==> src/rtl/alarm_tone_sequencer.sv <==
`default_nettype none
// +--------------------------------------------------------------------------+
// | Module      : alarm_tone_sequencer                                        |
// | Description : Plays a repeating sequence of square-wave tones from a     |
// |               four-entry frequency table while alarm_trigger is high.    |
// |               Build macro ALARM_SEQ_GAP_EN inserts a silent gap between  |
// |               notes; without it, notes follow back to back.              |
// | Revision    : 1.0 - initial release                                      |
// +--------------------------------------------------------------------------+
module alarm_tone_sequencer #(
  parameter int CLK_HZ      = 50_000_000,
  parameter int NOTE0_HZ    = 1000,
  parameter int NOTE1_HZ    = 2000,
  parameter int NOTE2_HZ    = 1500,
  parameter int NOTE3_HZ    = 3000,
  parameter int NUM_NOTES   = 2,
  parameter int NOTE_CYCLES = 10_000_000,
  parameter int GAP_CYCLES  = 2_500_000
) (
  input  logic       clk,
  input  logic       reset,
  input  logic       alarm_trigger,
  input  logic       mute,
  output logic       speaker_out,
  output logic       busy,
  output logic [1:0] note_idx
);

  function automatic int half_of(input int hz);
    int h;
    h = CLK_HZ / (2 * hz);
    return (h < 1) ? 1 : h;
  endfunction

  function automatic int max2(input int a, input int b);
    return (a > b) ? a : b;
  endfunction

  localparam int C_HALF0    = half_of(NOTE0_HZ);
  localparam int C_HALF1    = half_of(NOTE1_HZ);
  localparam int C_HALF2    = half_of(NOTE2_HZ);
  localparam int C_HALF3    = half_of(NOTE3_HZ);
  localparam int C_HALF_MAX = max2(max2(C_HALF0, C_HALF1), max2(C_HALF2, C_HALF3));
  localparam int C_HW       = (C_HALF_MAX > 1) ? $clog2(C_HALF_MAX) : 1;

  // One duration counter serves both notes and gaps, so it is sized for the longer.
  localparam int C_DUR_MAX  = max2(NOTE_CYCLES, GAP_CYCLES);
  localparam int C_DW       = (C_DUR_MAX > 1) ? $clog2(C_DUR_MAX) : 1;

  localparam logic [C_HW-1:0] C_HL0       = C_HW'(C_HALF0 - 1);
  localparam logic [C_HW-1:0] C_HL1       = C_HW'(C_HALF1 - 1);
  localparam logic [C_HW-1:0] C_HL2       = C_HW'(C_HALF2 - 1);
  localparam logic [C_HW-1:0] C_HL3       = C_HW'(C_HALF3 - 1);
  localparam logic [C_DW-1:0] C_NOTE_LAST = C_DW'(NOTE_CYCLES - 1);
`ifdef ALARM_SEQ_GAP_EN
  localparam logic [C_DW-1:0] C_GAP_LAST  = C_DW'(GAP_CYCLES - 1);
`endif
  localparam logic [1:0]      C_IDX_LAST  = 2'(NUM_NOTES - 1);

`ifdef ALARM_SEQ_GAP_EN
  typedef enum logic [1:0] {S_IDLE = 2'd0, S_TONE = 2'd1, S_GAP = 2'd2} state_t;
`else
  typedef enum logic [1:0] {S_IDLE = 2'd0, S_TONE = 2'd1} state_t;
`endif

  state_t          state;
  logic [C_DW-1:0] dur_cnt;
  logic [C_HW-1:0] half_cnt;
  logic [C_HW-1:0] half_last;
  logic            tone_phase;
  logic [1:0]      idx_next;

  // Half-period terminal count of the current note and the wrapped successor index.
  always_comb begin
    half_last = C_HL0;
    case (note_idx)
      2'd0:    half_last = C_HL0;
      2'd1:    half_last = C_HL1;
      2'd2:    half_last = C_HL2;
      default: half_last = C_HL3;
    endcase
    idx_next = (note_idx == C_IDX_LAST) ? 2'd0 : note_idx + 2'd1;
  end

  // Sequencer FSM with registered speaker, busy and note index outputs.
  always_ff @(posedge clk) begin
    if (reset) begin
      state       <= S_IDLE;
      busy        <= 1'b0;
      note_idx    <= 2'd0;
      dur_cnt     <= '0;
      half_cnt    <= '0;
      tone_phase  <= 1'b0;
      speaker_out <= 1'b0;
    end else begin
      // The pin follows the phase one cycle later; mute only gates the pin.
      speaker_out <= tone_phase & ~mute;
      if (!alarm_trigger) begin
        // Dropping the request wins over any note or gap boundary this cycle.
        state      <= S_IDLE;
        busy       <= 1'b0;
        note_idx   <= 2'd0;
        dur_cnt    <= '0;
        half_cnt   <= '0;
        tone_phase <= 1'b0;
      end else begin
        case (state)
          S_IDLE: begin
            state      <= S_TONE;
            busy       <= 1'b1;
            note_idx   <= 2'd0;
            dur_cnt    <= '0;
            half_cnt   <= '0;
            tone_phase <= 1'b1;
          end
          S_TONE: begin
            if (dur_cnt == C_NOTE_LAST) begin
              dur_cnt  <= '0;
              half_cnt <= '0;
`ifdef ALARM_SEQ_GAP_EN
              state      <= S_GAP;
              tone_phase <= 1'b0;
`else
              note_idx   <= idx_next;
              tone_phase <= 1'b1;
`endif
            end else begin
              dur_cnt <= dur_cnt + C_DW'(1);
              if (half_cnt == half_last) begin
                half_cnt   <= '0;
                tone_phase <= ~tone_phase;
              end else begin
                half_cnt <= half_cnt + C_HW'(1);
              end
            end
          end
`ifdef ALARM_SEQ_GAP_EN
          S_GAP: begin
            tone_phase <= 1'b0;
            if (dur_cnt == C_GAP_LAST) begin
              state      <= S_TONE;
              note_idx   <= idx_next;
              dur_cnt    <= '0;
              half_cnt   <= '0;
              tone_phase <= 1'b1;
            end else begin
              dur_cnt <= dur_cnt + C_DW'(1);
            end
          end
`endif
          default: begin
            state      <= S_IDLE;
            busy       <= 1'b0;
            note_idx   <= 2'd0;
            dur_cnt    <= '0;
            half_cnt   <= '0;
            tone_phase <= 1'b0;
          end
        endcase
      end
    end
  end

endmodule
`default_nettype wire
==> config.mk <==
export PLATFORM = sky130hd
export DESIGN_NAME = alarm_tone_sequencer
export DESIGN_NICKNAME = d
export VERILOG_FILES = /design/src/rtl/alarm_tone_sequencer.sv
export SDC_FILE = /design/constraint.sdc
export NUM_CORES = 1
export LEC_CHECK = 0
export BUFFER_PORTS_ARGS = -buffer_cell sky130_fd_sc_hd__buf_2
export CAP_MARGIN = 0
export CORE_ASPECT_RATIO = 0.5
export CORE_MARGIN = 1.5
export CORE_UTILIZATION = 60
export DETAILED_ROUTE_END_ITERATION = 6
export PLACE_DENSITY = 0.81
export SETUP_SLACK_MARGIN = 0.2
export SLEW_MARGIN = 0
export SYNTH_ARGS = -nofsm -noshare
export SYNTH_HDL_FRONTEND = slang
export SYNTH_SLANG_ARGS = --single-unit
==> constraint.sdc <==
create_clock -name clk -period 2.8 [get_ports clk]
set_input_delay 0.28 -clock clk [delete_from_list [all_inputs] [get_ports clk]]
set_output_delay 0.28 -clock clk [all_outputs]
set_load 0.01 [all_outputs]
======== Yosys cells after proc, flatten, opt, wreduce, memory -nomap -nowiden ========
Index checks and enable logic that the tools add are counted.
storage, ports and cells
  bits in registers ....................... 46
  bits in latches ......................... 0
  RAM bits ................................ 0
  bits in read-only memories .............. 0
  input port bits ......................... 4
  output and inout bits ................... 4
  word-level logic and storage cells ...... 34
  memories kept ........................... 0
operators by class
  add/sub/neg operators ................... 3
  $mul .................................... 0
  div/mod/pow operators ................... 0
  order comparisons ....................... 0
  eq/ne operators ......................... 6
  shift operators ......................... 0
  mux-type cells .......................... 7
  bitwise gates (word level) .............. 5
  reductions and logical operators ........ 6
operator list
  operator                                                          number
  15-bit case mux with 3 select lines                               1
  24-bit by 1-bit adder with 24-bit output (second input constant)  1
  24-bit == test (second input constant)                            1
  15-bit by 1-bit adder with 15-bit output (second input constant)  1
  15-bit == test                                                    1
  5-bit OR reduction                                                1
  2-bit by 1-bit == test with 1-bit output (second input constant)  2
  2-bit logical NOT                                                 2
  1-bit NOT                                                         4
  1-bit case mux with 2 select lines                                2
  2-bit case mux with 2 select lines                                1
  4-bit OR reduction                                                1
  3-bit inequality test (second input constant)                     1
  3-bit OR reduction                                                1
  2-bit by 1-bit adder with 2-bit output (second input constant)    1
  2-bit == test (second input constant)                             1
  1-bit two-way mux                                                 2
  2-bit two-way mux                                                 1
  2-bit OR reduction                                                1
  1-bit bitwise AND                                                 1

======== Longest topological paths before layout ========
  depth in word-level cells ............... 6
  gate-level depth with buffers ........... 8
  mapped depth without buffers ............ 7

======== Worst setup path after synthesis ========
No wires, ideal clock.
  kind .................................... register to register
  start point ............................. reg note_idx[0]
  end point ............................... reg half_cnt[10]
  setup time .............................. 117 ps
  arrival time ............................ 1952 ps
  required time ........................... 2683 ps
  path slack .............................. 731 ps
  cell stages (with the launch flop) ...... 9
  path buffers ............................ 1
  period minus slack after synthesis ...... 2069 ps
  path through ............................ dfxtp_1 > inv_1 > ha_1 > nand2b_1 > o22ai_1 > o2111ai_1 > o21bai_1 > buf_2 > nor2_1
between the ends
  word-level cells in the longest chain between the ends .. 4
  elaborated cells between the ends (all ways) .. 6
  those cells by class .................... 3 x eq/ne; 1 x mux; 2 x reduce/logical
ends and longest elaborated chain
  what                                   line  source
  start: declaration                     26    output logic [1:0] note_idx
  start signal: assignment               124   note_idx <= idx_next;
  2-bit == test (tied with other cells)  76    case (note_idx)
  15-bit case mux with 3 select lines *  76
  15-bit == test *                       129   if (half_cnt == half_last) begin
  5-bit OR reduction (no source line) *  n/a
  end signal: assignment                 133   half_cnt <= half_cnt + C_HW'(1);
  end: declaration                       68    logic [C_HW-1:0] half_cnt;
Mark *: on every way between the ends. The rest lies on a longest branch, timed or not.
A chain may end at the register's enable or synchronous reset.

======== Final worst setup path ========
  start point ............................. reg note_idx[0]
  end point ............................... reg half_cnt[3]
Same word-level chain as after synthesis.

==> impl_metrics.env <==
export IMPL_syn_area_um2=2110
export IMPL_outcome="finished, final reports clean"
export IMPL_worstPathArrival_ns=2.39
export IMPL_stdcell_count=297
export IMPL_synthTopCellsByArea="dfxtp_1 (42%), nor2_1 (9.2%), xor2_1 (8.3%)"
export IMPL_fin_crit_sh_pct=79.2
export IMPL_drive_gt1_share_pct=10.0
export IMPL_period_needed_ns=2.22
export IMPL_post_synth_inst_count=239
export IMPL_start_util_pct=66.6
export IMPL_clk_insertion_delay_late_ns=0.31
export IMPL_slew_hr_pct=59.1
export IMPL_largest_net_degree_at_the_start_of_global_routing=25
export IMPL_design_power_total_mw=1.13
export IMPL_most_common_layout_cells="nor2_1 (52), dfxtp_1 (44), xor2_1 (20)"
export IMPL_grt_pass1_wl_um=6300
export IMPL_via_count_of_the_first_global_routing_pass=1452
export IMPL_ys_types=37
export IMPL_leakage_power_total_nw=0.736
export IMPL_buffer_count_from_post_cts_setup_fixing=0
export IMPL_yosys_reg_bits=44
export IMPL_placeable_core_region_um2=3170
export IMPL_postSynth_asyncResetShare_pct=0
export IMPL_setup_worst_path_end_class="flop"
export IMPL_drt_iter0_drc=29
export IMPL_ant_nets=0
export IMPL_synth_edff_count=0
export IMPL_num_nets_final=261
export IMPL_finalSetupViolCount=0
export IMPL_vdd_ir_drop_max_mv=0.329
export IMPL_detailed_routing_iterations_pass_1=4
export IMPL_max_slew_worst_pin_slew_ns=0.609
export IMPL_cp_data_required_time_ns=2.98
export IMPL_vias_per_cell=5.33
export IMPL_grt_setup_unrepaired="no"
export IMPL_r2r_cells=7
export IMPL_max_freq_mhz=451
export IMPL_crit_path_start="note_idx[0]"
export IMPL_post_synthesis_mean_instance_area_um2=8.84
export IMPL_antenna_cells=0
export IMPL_fin_hold_viols=0
export IMPL_layout_cells_most_common="nor2_1"
export IMPL_fin_skew_ns=0.00795
export IMPL_row_count=14
export IMPL_cts_max_level=2
export IMPL_cts_buffers=5
export IMPL_wl_per_cell_um=12.5
export IMPL_half_perimeter_wire_length_after_placement_um=2620
export IMPL_timing_worst_setup_path_type="flop to flop"
export IMPL_ys_warn_count=0
export IMPL_ctsLongestPathBuffers=2
export IMPL_drt_wl_total_um=3720
export IMPL_clock_root_buffer="clkbuf_8"
export IMPL_power_density_cell_area_nw_per_um2=494
export IMPL_antenna_found_initial=0
export IMPL_clkTransAtPathRegs_ns=0.08
export IMPL_worst_path_max_delay_cell="o21bai_2"
export IMPL_max_cap_viol_count=0
export IMPL_critical_path_startpoint_type="flop"
export IMPL_postLayoutSetupSlackWorst_ns=0.582
export IMPL_synth_top_cell_by_area="dfxtp_1"
export IMPL_area_growth_syn_to_layout_pct=8.65
export IMPL_setup_worst_path_end="half_cnt[3]"
export IMPL_cp_slowest_stage_delay_ns=0.53
export IMPL_timing_reg2reg_setup_slack_ns=0.58
export IMPL_place_inst=289
export IMPL_die_area_um2=3910
export IMPL_postSynthNetCount=252
export IMPL_sequential_fraction_of_the_synthesis_area_pct=41.7
export IMPL_tritoncts="yes"
export IMPL_globalRouteTotalUtil_pct=21.9
export IMPL_synth_top_flop_cell="dfxtp_1"
export IMPL_place_ws_ns=0.246
export IMPL_timing_setup_tns_ns=0
export IMPL_drcViolationCount=0
export IMPL_finalMaxSlewViolations=0
export IMPL_worstPathMaxFanout=15
export IMPL_place_gp_congestion=0.833
export IMPL_regToRegStartpoint="note_idx[0]"
export IMPL_via_count=1583
export IMPL_regToRegEndpoint="half_cnt[3]"
export IMPL_gr_total_overflow=0
export IMPL_cell_chain_of_the_critical_path="inv_1 > ha_1 > nand2b_1 > o22ai_1 > o2111ai_1 > o21bai_2 > nor2_1"
export IMPL_horizontal_die_dimension_um=86.9
export IMPL_ioPinCount=8
export IMPL_die_height_um=45.0
export IMPL_holdCritPathClass="input pin to flop"
export IMPL_port_buffers=7
export IMPL_synth_top_cell_area_share_pct=41.7
export IMPL_tritoncts_num_sinks=44
-- worst min-delay path by stage --
stage           from           to  slack (ns)  cells past startpoint
2_1_floorplan  reset  speaker_out        0.36                      1
3_3_place_gp    mute  speaker_out        0.44                      2
3_5_place_dp    mute  speaker_out        0.45                      2
4_1_cts         mute  speaker_out        0.12                      2
5_1_grt         mute  speaker_out        0.13                      2
6_report        mute  speaker_out        0.12                      2
-- critical path, delay by kind of cell, from the launching register on --
family	cells	cell delay, ns
compound gates	3	0.85
flops	1	0.52
fa+ha+maj	1	0.32
simple gates	2	0.25
buf+inv	1	0.14
-- where the power goes --
group / switching (mW) / internal [mW]
combinational: 0.00871 / 0.00603
clock: 0.224 / 0.265
sequential: 0.00224 / 0.628
-- synth_stat cells, types with 3 or more instances --
library cell	n
inv_1	8
nor3_2	3
xor2_1	20
nor2_1	52
o21bai_1	3
dfxtp_1	44
xnor2_1	19
nand3_1	12
clkbuf_1	4
nor3_1	4
and3_1	5
nand4_1	8
nand2_1	15
ha_1	9
-- cell families (layout without fill, tap and decap cells) --
| logic type | count (synthesis) | count (layout) | synth area share, % |
|---|---|---|---|
| AOI/OAI and AO/OA | 13 | 13 | 4.32 |
| xor gates and xnor gates | 39 | 39 | 16.2 |
| adders and majority gates | 9 | 9 | 5.33 |
| buffers and inverters | 14 | 24 | 2.90 |
| DFF | 44 | 44 | 41.7 |
| muxes | 2 | 2 | 0.948 |
| and+or+nand+nor | 118 | 118 | 28.6 |
-- timing repair --
| item | in CTS | in global routing |
|---|---|---|
| hold buffers | 0 | 0 |
| resized for setup | 0 | 1 |
| setup endpoints to repair | 0 | 15 |
-- cell type report --
type / count / area, µm²
Sequential cell: 44 / 881
Clock inverter: 2 / 35.0
Clock buffer: 6 / 72.6
Fill cell: 256 / 876
Tap cell: 48 / 60.1
Multi-Input combinational cell: 181 / 1170
Timing Repair Buffer: 8 / 42.5
Inverter: 8 / 30.0
-- flip-flops by register name, summed over array words and instances (netlist names) --
name and count:
busy 1, note_idx 2, dur_cnt 24, tone_phase 1, speaker_out 1, half_cnt 15
-- routing by layer --
layer  GRT usage [%]  share of wire [%]  up-vias
met5               0                  0        -
met4            11.6                1.4        0
met3            7.86                3.7        6
met2            34.4                 44       17
met1            27.1                 51      743
li1                -                  -      817
-- stage by stage --
stage          hold WS (ns)  cell area (µm²)  util (%)
2_1_floorplan         0.355             2110         -
3_3_place_gp          0.441             2180      68.9
3_5_place_dp          0.446             2180      68.9
4_1_cts               0.123             2290      72.3
5_1_grt               0.126             2290      72.4
6_report              0.123             2290      72.4
(Power assumes the default switching activity.)
